$ cat src/rtl/gshare_pkg.sv
// gshare_pkg: shared defaults, 2-bit counter encodings, saturating update and FIFO entry type
package gshare_pkg;
  localparam int DEF_PC_W = 8;
  localparam int DEF_IDX_W = 4;
  localparam int DEF_QDEPTH = 4;
  localparam logic [1:0] SNT = 2'b00;
  localparam logic [1:0] WNT = 2'b01;
  localparam logic [1:0] WT = 2'b10;
  localparam logic [1:0] ST = 2'b11;
  typedef struct packed {
    logic [DEF_IDX_W-1:0] idx;
    logic [1:0] ctr;
    logic taken;
    logic mispred;
  } upd_t;
  function automatic logic [1:0] sat_ctr(input logic [1:0] c, input logic t);
    return t ? ((c == ST) ? ST : c + 2'd1) : ((c == SNT) ? SNT : c - 2'd1);
  endfunction
endpackage

$ cat src/rtl/gshare_upd_fifo.sv
// gshare_upd_fifo: synchronous FIFO, extra-MSB pointers, push and pop allowed together even when full
module gshare_upd_fifo #(
  parameter int W = 8,
  parameter int DEPTH = 4
) (
  input  logic         clk,
  input  logic         reset,
  input  logic         push,
  input  logic [W-1:0] din,
  input  logic         pop,
  output logic [W-1:0] dout,
  output logic         full,
  output logic         empty
);
  localparam int AW = $clog2(DEPTH);
  logic [AW:0] wp, rp;
  logic [W-1:0] mem [DEPTH];
  logic do_push, do_pop;
  assign empty = wp == rp;
  assign full = (wp[AW] != rp[AW]) && (wp[AW-1:0] == rp[AW-1:0]);
  assign do_pop = pop && !empty;
  assign do_push = push && (!full || do_pop);
  assign dout = mem[rp[AW-1:0]];
  always_ff @(posedge clk or posedge reset)
    if (reset) begin
      wp <= '0;
      rp <= '0;
    end else begin
      if (do_push) wp <= wp + (AW+1)'(1);
      if (do_pop) rp <= rp + (AW+1)'(1);
    end
  always_ff @(posedge clk)
    if (do_push) mem[wp[AW-1:0]] <= din;
endmodule

$ cat src/rtl/gshare_pht_arbiter.sv
// gshare_pht_arbiter: arbitrates one PHT port between gshare lookups and queued counter updates.
// Defining GSHARE_ARB_STATS_EN adds mispredict_count and stall_count outputs.
module gshare_pht_arbiter
  import gshare_pkg::*;
#(
  parameter int PC_W = DEF_PC_W,
  parameter int IDX_W = DEF_IDX_W,
  parameter int QDEPTH = DEF_QDEPTH
) (
  input  logic             clk,
  input  logic             reset,
  input  logic             pred_req,
  input  logic [PC_W-1:0]  pred_pc,
  output logic             pred_ready,
  output logic             pred_valid,
  output logic             pred_taken,
  output logic [IDX_W-1:0] pred_idx,
  output logic [1:0]       pred_ctr,
  input  logic             res_valid,
  input  logic [IDX_W-1:0] res_idx,
  input  logic [1:0]       res_ctr,
  input  logic             res_taken,
  input  logic             res_mispred,
  output logic             res_ready,
  output logic [IDX_W-1:0] pht_addr,
  output logic             pht_we,
  output logic [1:0]       pht_wdata,
  input  logic [1:0]       pht_rdata
`ifdef GSHARE_ARB_STATS_EN
  ,
  output logic [31:0]      mispredict_count,
  output logic [31:0]      stall_count
`endif
);
  localparam int EW = IDX_W + 4;
  logic [IDX_W-1:0] spec_ghr, arch_ghr, arch_nxt, idx, lk_idx, head_idx;
  logic [EW-1:0] head;
  logic [1:0] head_ctr;
  logic head_taken, head_mispred, full, empty, push, pop, upd_force, lk_v, unused_pc;
  assign unused_pc = ^pred_pc[PC_W-1:IDX_W];
  assign {head_idx, head_ctr, head_taken, head_mispred} = head;
  assign idx = pred_pc[IDX_W-1:0] ^ spec_ghr;
  // A lookup only gets the port when no write is issued, so it can never read a row being written
  assign upd_force = full || (!empty && head_mispred);
  assign pred_ready = !reset && pred_req && !upd_force;
  assign pop = !reset && !empty && (upd_force || !pred_req);
  assign res_ready = !reset && !full;
  assign push = res_valid && res_ready;
  assign arch_nxt = {arch_ghr[IDX_W-2:0], res_taken};
  assign pht_we = pop;
  assign pht_addr = reset ? '0 : pop ? head_idx : idx;
  assign pht_wdata = pop ? sat_ctr(head_ctr, head_taken) : 2'b00;
  assign pred_valid = lk_v;
  assign pred_ctr = lk_v ? pht_rdata : 2'b00;
  assign pred_taken = pred_ctr[1];
  assign pred_idx = lk_idx;
  gshare_upd_fifo #(.W(EW), .DEPTH(QDEPTH)) u_fifo (
    .clk(clk),
    .reset(reset),
    .push(push),
    .din({res_idx, res_ctr, res_taken, res_mispred}),
    .pop(pop),
    .dout(head),
    .full(full),
    .empty(empty)
  );
  // Mispredict repair takes priority over the speculative shift of a returning lookup
  always_ff @(posedge clk or posedge reset)
    if (reset) begin
      spec_ghr <= '0;
      arch_ghr <= '0;
      lk_v <= 1'b0;
      lk_idx <= '0;
    end else begin
      lk_v <= pred_ready;
      if (pred_ready) lk_idx <= idx;
      if (push) arch_ghr <= arch_nxt;
      if (push && res_mispred) spec_ghr <= arch_nxt;
      else if (lk_v) spec_ghr <= {spec_ghr[IDX_W-2:0], pht_rdata[1]};
    end
`ifdef GSHARE_ARB_STATS_EN
  always_ff @(posedge clk or posedge reset)
    if (reset) begin
      mispredict_count <= '0;
      stall_count <= '0;
    end else begin
      if (push && res_mispred) mispredict_count <= mispredict_count + 32'd1;
      if (pred_req && !pred_ready) stall_count <= stall_count + 32'd1;
    end
`endif
endmodule

$ cat config.mk
export PLATFORM = sky130hd
export DESIGN_NAME = gshare_pht_arbiter
export DESIGN_NICKNAME = d
export VERILOG_FILES = /design/src/rtl/gshare_pkg.sv /design/src/rtl/gshare_upd_fifo.sv /design/src/rtl/gshare_pht_arbiter.sv
export SDC_FILE = /design/constraint.sdc
export NUM_CORES = 1
export LEC_CHECK = 0
export ABC_AREA = 1
export BUFFER_PORTS_ARGS = -buffer_cell sky130_fd_sc_hd__buf_2
export CAP_MARGIN = 10
export CORE_MARGIN = 3
export CORE_UTILIZATION = 35
export DETAILED_ROUTE_END_ITERATION = 10
export GPL_TIMING_DRIVEN = 0
export HOLD_SLACK_MARGIN = 0.1
export PLACE_DENSITY = 0.54
export SLEW_MARGIN = 5
export SYNTH_ARGS = -nofsm -noshare
export SYNTH_HDL_FRONTEND = slang
export SYNTH_SLANG_ARGS = --single-unit
$ cat constraint.sdc
create_clock -name clk -period 4.3 [get_ports clk]
set_clock_uncertainty 0.15 [all_clocks]
set_input_delay 0 -clock clk [delete_from_list [all_inputs] [get_ports clk]]
set_output_delay 0 -clock clk [all_outputs]
set_load 0.02 [all_outputs]
**Word-level counts from Yosys, hierarchy flattened**

Memory sizes are Yosys's and may differ from the RTL's.
Index checks and enable logic that the tools add are counted.
W data, S select, Z words.

- Flip-flop bits (word level): 18
- RAM bits: 32
- Bits of input ports: 22
- Output and inout port bits: 17
- Logic and storage cells: 48
- Memories: 1

Memory list:

| name | depth | width | rd ports | clocked after Yosys merged registers in | write ports | RTL line | source |
|---|---|---|---|---|---|---|---|
| u_fifo.mem | 4 | 8 | 1 | 0 | 1 | gshare_upd_fifo.sv:17 | `logic [W-1:0] mem [DEPTH];` |

- Add/subtract/negate cells: 4
- Equality and inequality tests: 4
- Mux-type cells: 11
- Bitwise operators: 1
- Reductions and logical operators: 21

Operators with widths:

| operator | count |
|---|---|
| $mux W4 | 4 |
| $logic_and A1 B1 Y1 | 11 |
| $mux W2 | 5 |
| $add A3 B1 Y3 const B | 2 |
| $logic_not A1 Y1 | 5 |
| $xor A4 B4 Y4 | 1 |
| $eq A3 B3 Y1 | 1 |
| $logic_or A1 B1 Y1 | 3 |
| $add A2 B1 Y2 const B | 1 |
| $eq A2 B2 Y1 | 1 |
| $eq A2 B2 Y1 const B | 1 |
| $logic_not A2 Y1 | 1 |
| $mux W1 | 2 |
| $reduce_bool A2 Y1 | 1 |
| $sub A2 B1 Y2 const B | 1 |
| $ne A1 B1 Y1 | 1 |

**Longest topological paths before layout**

- Word-level depth: 11
- Depth in mapped cells: 10
- Gate-level depth less buffers: 10

**Cells and area by module**

Synthesis repeated with hierarchy kept, for this count alone.

- Cells, all modules: 252
- Area total of the unflattened synthesis: 2,416.1 µm²

By module, submodules not included:

| module | instances | cells an instance | area each (µm²) |
|---|---|---|---|
| gshare_upd_fifo | 1 | 138 | 1,659.1 |
| gshare_pht_arbiter | 1 | 114 | 757.0 |

**Least setup slack after synthesis**

Ideal clock, no wire load.

- Kind: reg-to-reg
- Start: reg u_fifo.rp[1]
- End: mem u_fifo.mem[1][0], enable pin
- Library setup time: 371 ps
- Arrival time: 1,391 ps
- Data required time: 3,779 ps
- Setup slack: 2,388 ps
- Stages on the path, launching flop included: 8
- Path through: dfrtp_1 buf_6 nand2_2 nand2_4 nand3_4 nand3_4 buf_12 nor2_1

- Word-level cells in the longest chain between the ends: 11
- Elaborated cells on any way between the ends: 18
- Classes of those cells: eq/ne: 2; mux: 2; reduce/logical: 13; memory: 1

Ends and longest elaborated chain:

| element | RTL line | source |
|---|---|---|
| from (decl) | gshare_upd_fifo.sv:16 | `logic [AW:0] wp, rp;` |
| from (signal assigned) | gshare_upd_fifo.sv:30 | `if (do_pop) rp <= rp + (AW+1)'(1);` |
| parallel branches: the longest is 8 deep, another holds $mem_v2 Z4 W8 | n/a |  |
| $logic_and A1 B1 Y1 (*) | gshare_upd_fifo.sv:22 | `assign do_push = push && (!full \|\| do_pop);` |
| $mux W1 (*) | gshare_upd_fifo.sv:33 | `if (do_push) mem[wp[AW-1:0]] <= din;` |
| $mux W1 (not written as such) (*) | gshare_upd_fifo.sv:33 |  |
| to (decl) | gshare_upd_fifo.sv:17 |  |

Mark *: on every way between the ends.

**Worst setup path in the final report**

- Start: in reset
- End: reg lk_idx[2], in the netlist pred_idx[2]

- Word-level cells in the longest chain between the ends: 3

Ends and longest elaborated chain:

| element | RTL line | source |
|---|---|---|
| from (decl) | gshare_pht_arbiter.sv:11 | `input logic reset,` |
| $logic_not A1 Y1 (no line) | n/a |  |
| $logic_and A1 B1 Y1 (2 in a row) | gshare_pht_arbiter.sv:45 | `assign pred_ready = !reset && pred_req && !upd_force;` |
| to (signal assigned) | gshare_pht_arbiter.sv:76 | `if (pred_ready) lk_idx <= idx;` |
| to (decl) | gshare_pht_arbiter.sv:36 | `logic [IDX_W-1:0] spec_ghr, arch_ghr, arch_nxt, idx, lk_idx, head_idx;` |

No other way between the ends.
A chain may end at the register's enable or synchronous reset.

==> flow_metrics.py <==
metrics = {
    "pwr": {
        "power_density_nw_per_um2": 609,
        "peakVddDrop_mv": 0.158,
        "leakagePower_nw": 1.47,
    },
    "synth": {
        "synth-warning-count": 0,
        "yosysSeqAreaShare_pct": 55.7,
        "synth.cell_area_um2": 2530,
        "netlist-cell-type-count": 30,
        "synth_cells": 254,
        "synth_seq_cells": 50,
        "syn_area_per_cell_um2": 9.97,
        "syn_nets": 281,
    },
    "global_routing": {
        "grt_pass1_wl_um": 8880,
        "grt_usage_pct": 13.4,
        "antenna_found_initial": 0,
        "grt_pass1_vias": 1817,
        "overflow": 0,
        "grt_max_degree": 27,
    },
    "timing": {
        "finalCritPeriodShare_pct": 71.7,
        "period_needed_ns": 3.08,
        "worstMarginPinSlew_ns": 0.933,
        "finalSetupViolCount": 0,
        "drv_slew": 0,
        "max_freq_mhz": 324,
        "slew_headroom_pct": 37.4,
        "hold_viol": 0,
        "fin_setup_tns_ns": 0,
        "rsz0062_at_grt": "no",
    },
    "run_status": {
        "outcome": "complete, no violations",
    },
    "setup_path": {
        "r2r_slack_ns": 1.64,
        "cp-endpoint": "pred_idx[2]$_DFFE_PP0P_",
        "reg2reg_to": "arch_ghr[0]$_DFFE_PP0P_",
        "critPathKind": "in2reg",
        "cp_max_fo": 26,
        "crit_start": "reset",
        "critPathLaunchType": "input pin",
        "rr_startpoint": "u_fifo.wp[0]$_DFFE_PP0P_",
        "worst-r2r-cell-count": 11,
        "arrival_ns": 3.12,
        "cp_data_required_time_ns": 4.34,
        "cp-end-kind": "register",
    },
    "clock_network": {
        "clk_latency_ns": 0.30,
        "cts_tree": "built",
        "clock-sinks": 50,
        "ctsResizeCount": 0,
        "clockBufferDepth": 2,
        "htreeDepth": 2,
        "path_clk_slew_ns": 0.09,
        "cts_root_buf": "clkbuf_8",
        "cts_buffers": 5,
    },
    "final_layout": {
        "antennaDiodeCount": 0,
        "fin_nets": 350,
        "drive_gt1_share_pct": 25.3,
        "multi_input_area_um2": 951,
        "n_fill_cell": 690,
        "final-seq-area_um2": 1410,
        "fin_cells": 420,
        "area_delta_synth_final_pct": 26.0,
    },
    "drt": {
        "wl_per_cell_um": 12.4,
        "drcViolationCount": 0,
        "antenna_left": 0,
        "drt-initial-drc-count": 113,
        "drt_first_pass_iters": 4,
        "avgViaCountPerCell": 4.45,
        "vias": 1870,
        "drt-total-wl_um": 5210,
    },
    "floorplan": {
        "die_w_um": 91.1,
        "die_h_um": 91.1,
        "rows": 30,
        "start_util_pct": 36.7,
        "io_pins": 39,
        "coreArea_um2": 6910,
        "dieArea_um2": 8290,
    },
    "placement": {
        "routabilityCongestion": 0.706,
        "io_buffers": 34,
        "dp_cells": 384,
        "dpl.hpwl_um": 3590,
    },
    "job": {
        "max-cap-violations": 0,
    },
    "hold_path": {
        "hp-class": "in2out",
    },
}
-- timing repair --
action | 4_1_cts | 5_1_grt
buffers inserted | 0 | 0
hold buffers | 28 | 0
endpoints found under the hold margin | 68 | 0
-- sequential cells by signal, indices dropped and copies added (netlist names) --
name        flops
arch_ghr        3
spec_ghr        4
u_fifo.rp       3
pred_idx        4
u_fifo.mem     32
pred_valid      1
u_fifo.wp       3
-- routing by layer --
layer | GRT usage, % | vias up | wire length, µm
met5 | 0 | - | 0
li1 | - | 956 | -
met1 | 16.9 | 892 | 2490
met4 | 4.15 | 0 | 42
met2 | 23.2 | 20 | 2590
met3 | 2.65 | 2 | 87
-- layout make-up --
cell class,instances,area share [%]
multi-input combinational,172,29.8
tap,96,3.76
inverter,26,3.37
clock buffer,5,2.16
sequential,50,44.2
timing repair buffer,62,14.1
clock inverter,3,0.627
buffer,6,1.96
-- logic make-up after synthesis --
family                     share of synthesized area [%]
AOI/OAI and AO/OA                                   3.80
buffers and inverters                               6.72
DFF                                                 55.7
muxes                                              0.395
adders and majority gates                           2.47
xor gates and xnor gates                            2.37
and+or+nand+nor                                     28.5
-- worst max-delay path: stages --
cell and delay (ns):
dlygate4sd3_1 0.52, buf_2 0.10, clkinv_1 0.71, nand2_2 0.50, nor2_8 0.08, nand2_1 0.07, dlygate4sd3_1 0.54, nand2_1 0.05
dlygate4sd3_1 0.55
-- report_power, final --
| part | switching [mW] | leakage, nW | internal, mW |
|---|---|---|---|
| clock | 0.162 | 0.0422 | 0.115 |
| sequential | 0.0837 | 0.514 | 0.626 |
| combinational | 0.591 | 0.914 | 0.366 |
| total | 0.836 | 1.47 | 1.11 |
-- synth_stat cells --
cell type | number | area [µm²]
a21oi_1 | 6 | 30.0
buf_12 | 1 | 20.0
buf_2 | 1 | 5.00
buf_4 | 2 | 15.0
buf_6 | 2 | 22.5
clkinv_1 | 1 | 3.75
dfrtp_1 | 18 | 450
edfxtp_1 | 32 | 961
ha_1 | 5 | 62.6
inv_1 | 18 | 67.6
inv_2 | 4 | 15.0
inv_4 | 2 | 12.5
inv_6 | 1 | 8.76
mux2i_1 | 1 | 10.0
nand2_1 | 85 | 319
nand2_2 | 13 | 81.3
nand2_4 | 4 | 45.0
nand3_1 | 24 | 120
nand3_2 | 1 | 10.0
nand3_4 | 2 | 35.0
nand4_2 | 1 | 12.5
nand4_4 | 1 | 21.3
nor2_1 | 10 | 37.5
nor2_8 | 2 | 40.0
o21ai_0 | 6 | 30.0
o21ai_1 | 2 | 10.0
o21ai_2 | 3 | 26.3
xnor2_1 | 1 | 8.76
xor2_1 | 4 | 35.0
xor2_2 | 1 | 16.3
-- placed cells by master, fill, tap and decap left out, types with 2 or more instances in the layout --
cell and n:
nand2_1 85, buf_2 35, edfxtp_1 32, dlygate4sd3_1 28, nand3_1 24, inv_1 18
dfrtp_1 18, nand2_2 13, nor2_1 10, a21oi_1 6, o21ai_0 6, ha_1 5
clkbuf_8 5, inv_2 4, nand2_4 4, xor2_1 4, o21ai_2 3, buf_6 2
nand3_4 2, clkinv_1 2, o21ai_1 2, nor2_8 2, inv_4 2, buf_4 2
inv_6 2
-- worst min-delay path by stage --
| stage | start | cells past startpoint | slack, ns | end |
|---|---|---|---|---|
| 2_1_floorplan | reset | 1 | -0.21 | arch_ghr[0]$_DFFE_PP0P_ |
| 3_3_place_gp | reset | 2 | -0.02 | pred_idx[0]$_DFFE_PP0P_ |
| 3_5_place_dp | reset | 2 | -0.02 | pred_idx[0]$_DFFE_PP0P_ |
| 4_1_cts | pht_rdata[0] | 4 | 0.16 | pred_ctr[0] |
| 5_1_grt | pht_rdata[0] | 4 | 0.18 | pred_ctr[0] |
| 6_report | pht_rdata[0] | 4 | 0.16 | pred_ctr[0] |
-- per-stage QoR --
| stage | hold WS (ns) | instance area (µm²) | power (mW) | util [%] | setup slack [ns] |
|---|---|---|---|---|---|
| 2_1_floorplan | -0.214 | 2530 | 1.39 | - | 2.39 |
| 3_3_place_gp | -0.0229 | 2820 | 1.61 | 40.9 | 2.05 |
| 3_5_place_dp | -0.0238 | 2820 | 1.62 | 40.9 | 2.03 |
| 4_1_cts | 0.161 | 3190 | 1.97 | 46.2 | 1.16 |
| 5_1_grt | 0.176 | 3190 | 2.11 | 46.2 | 0.900 |
| 6_report | 0.160 | 3190 | 1.94 | 46.2 | 1.22 |
(Power assumes the default switching activity.)
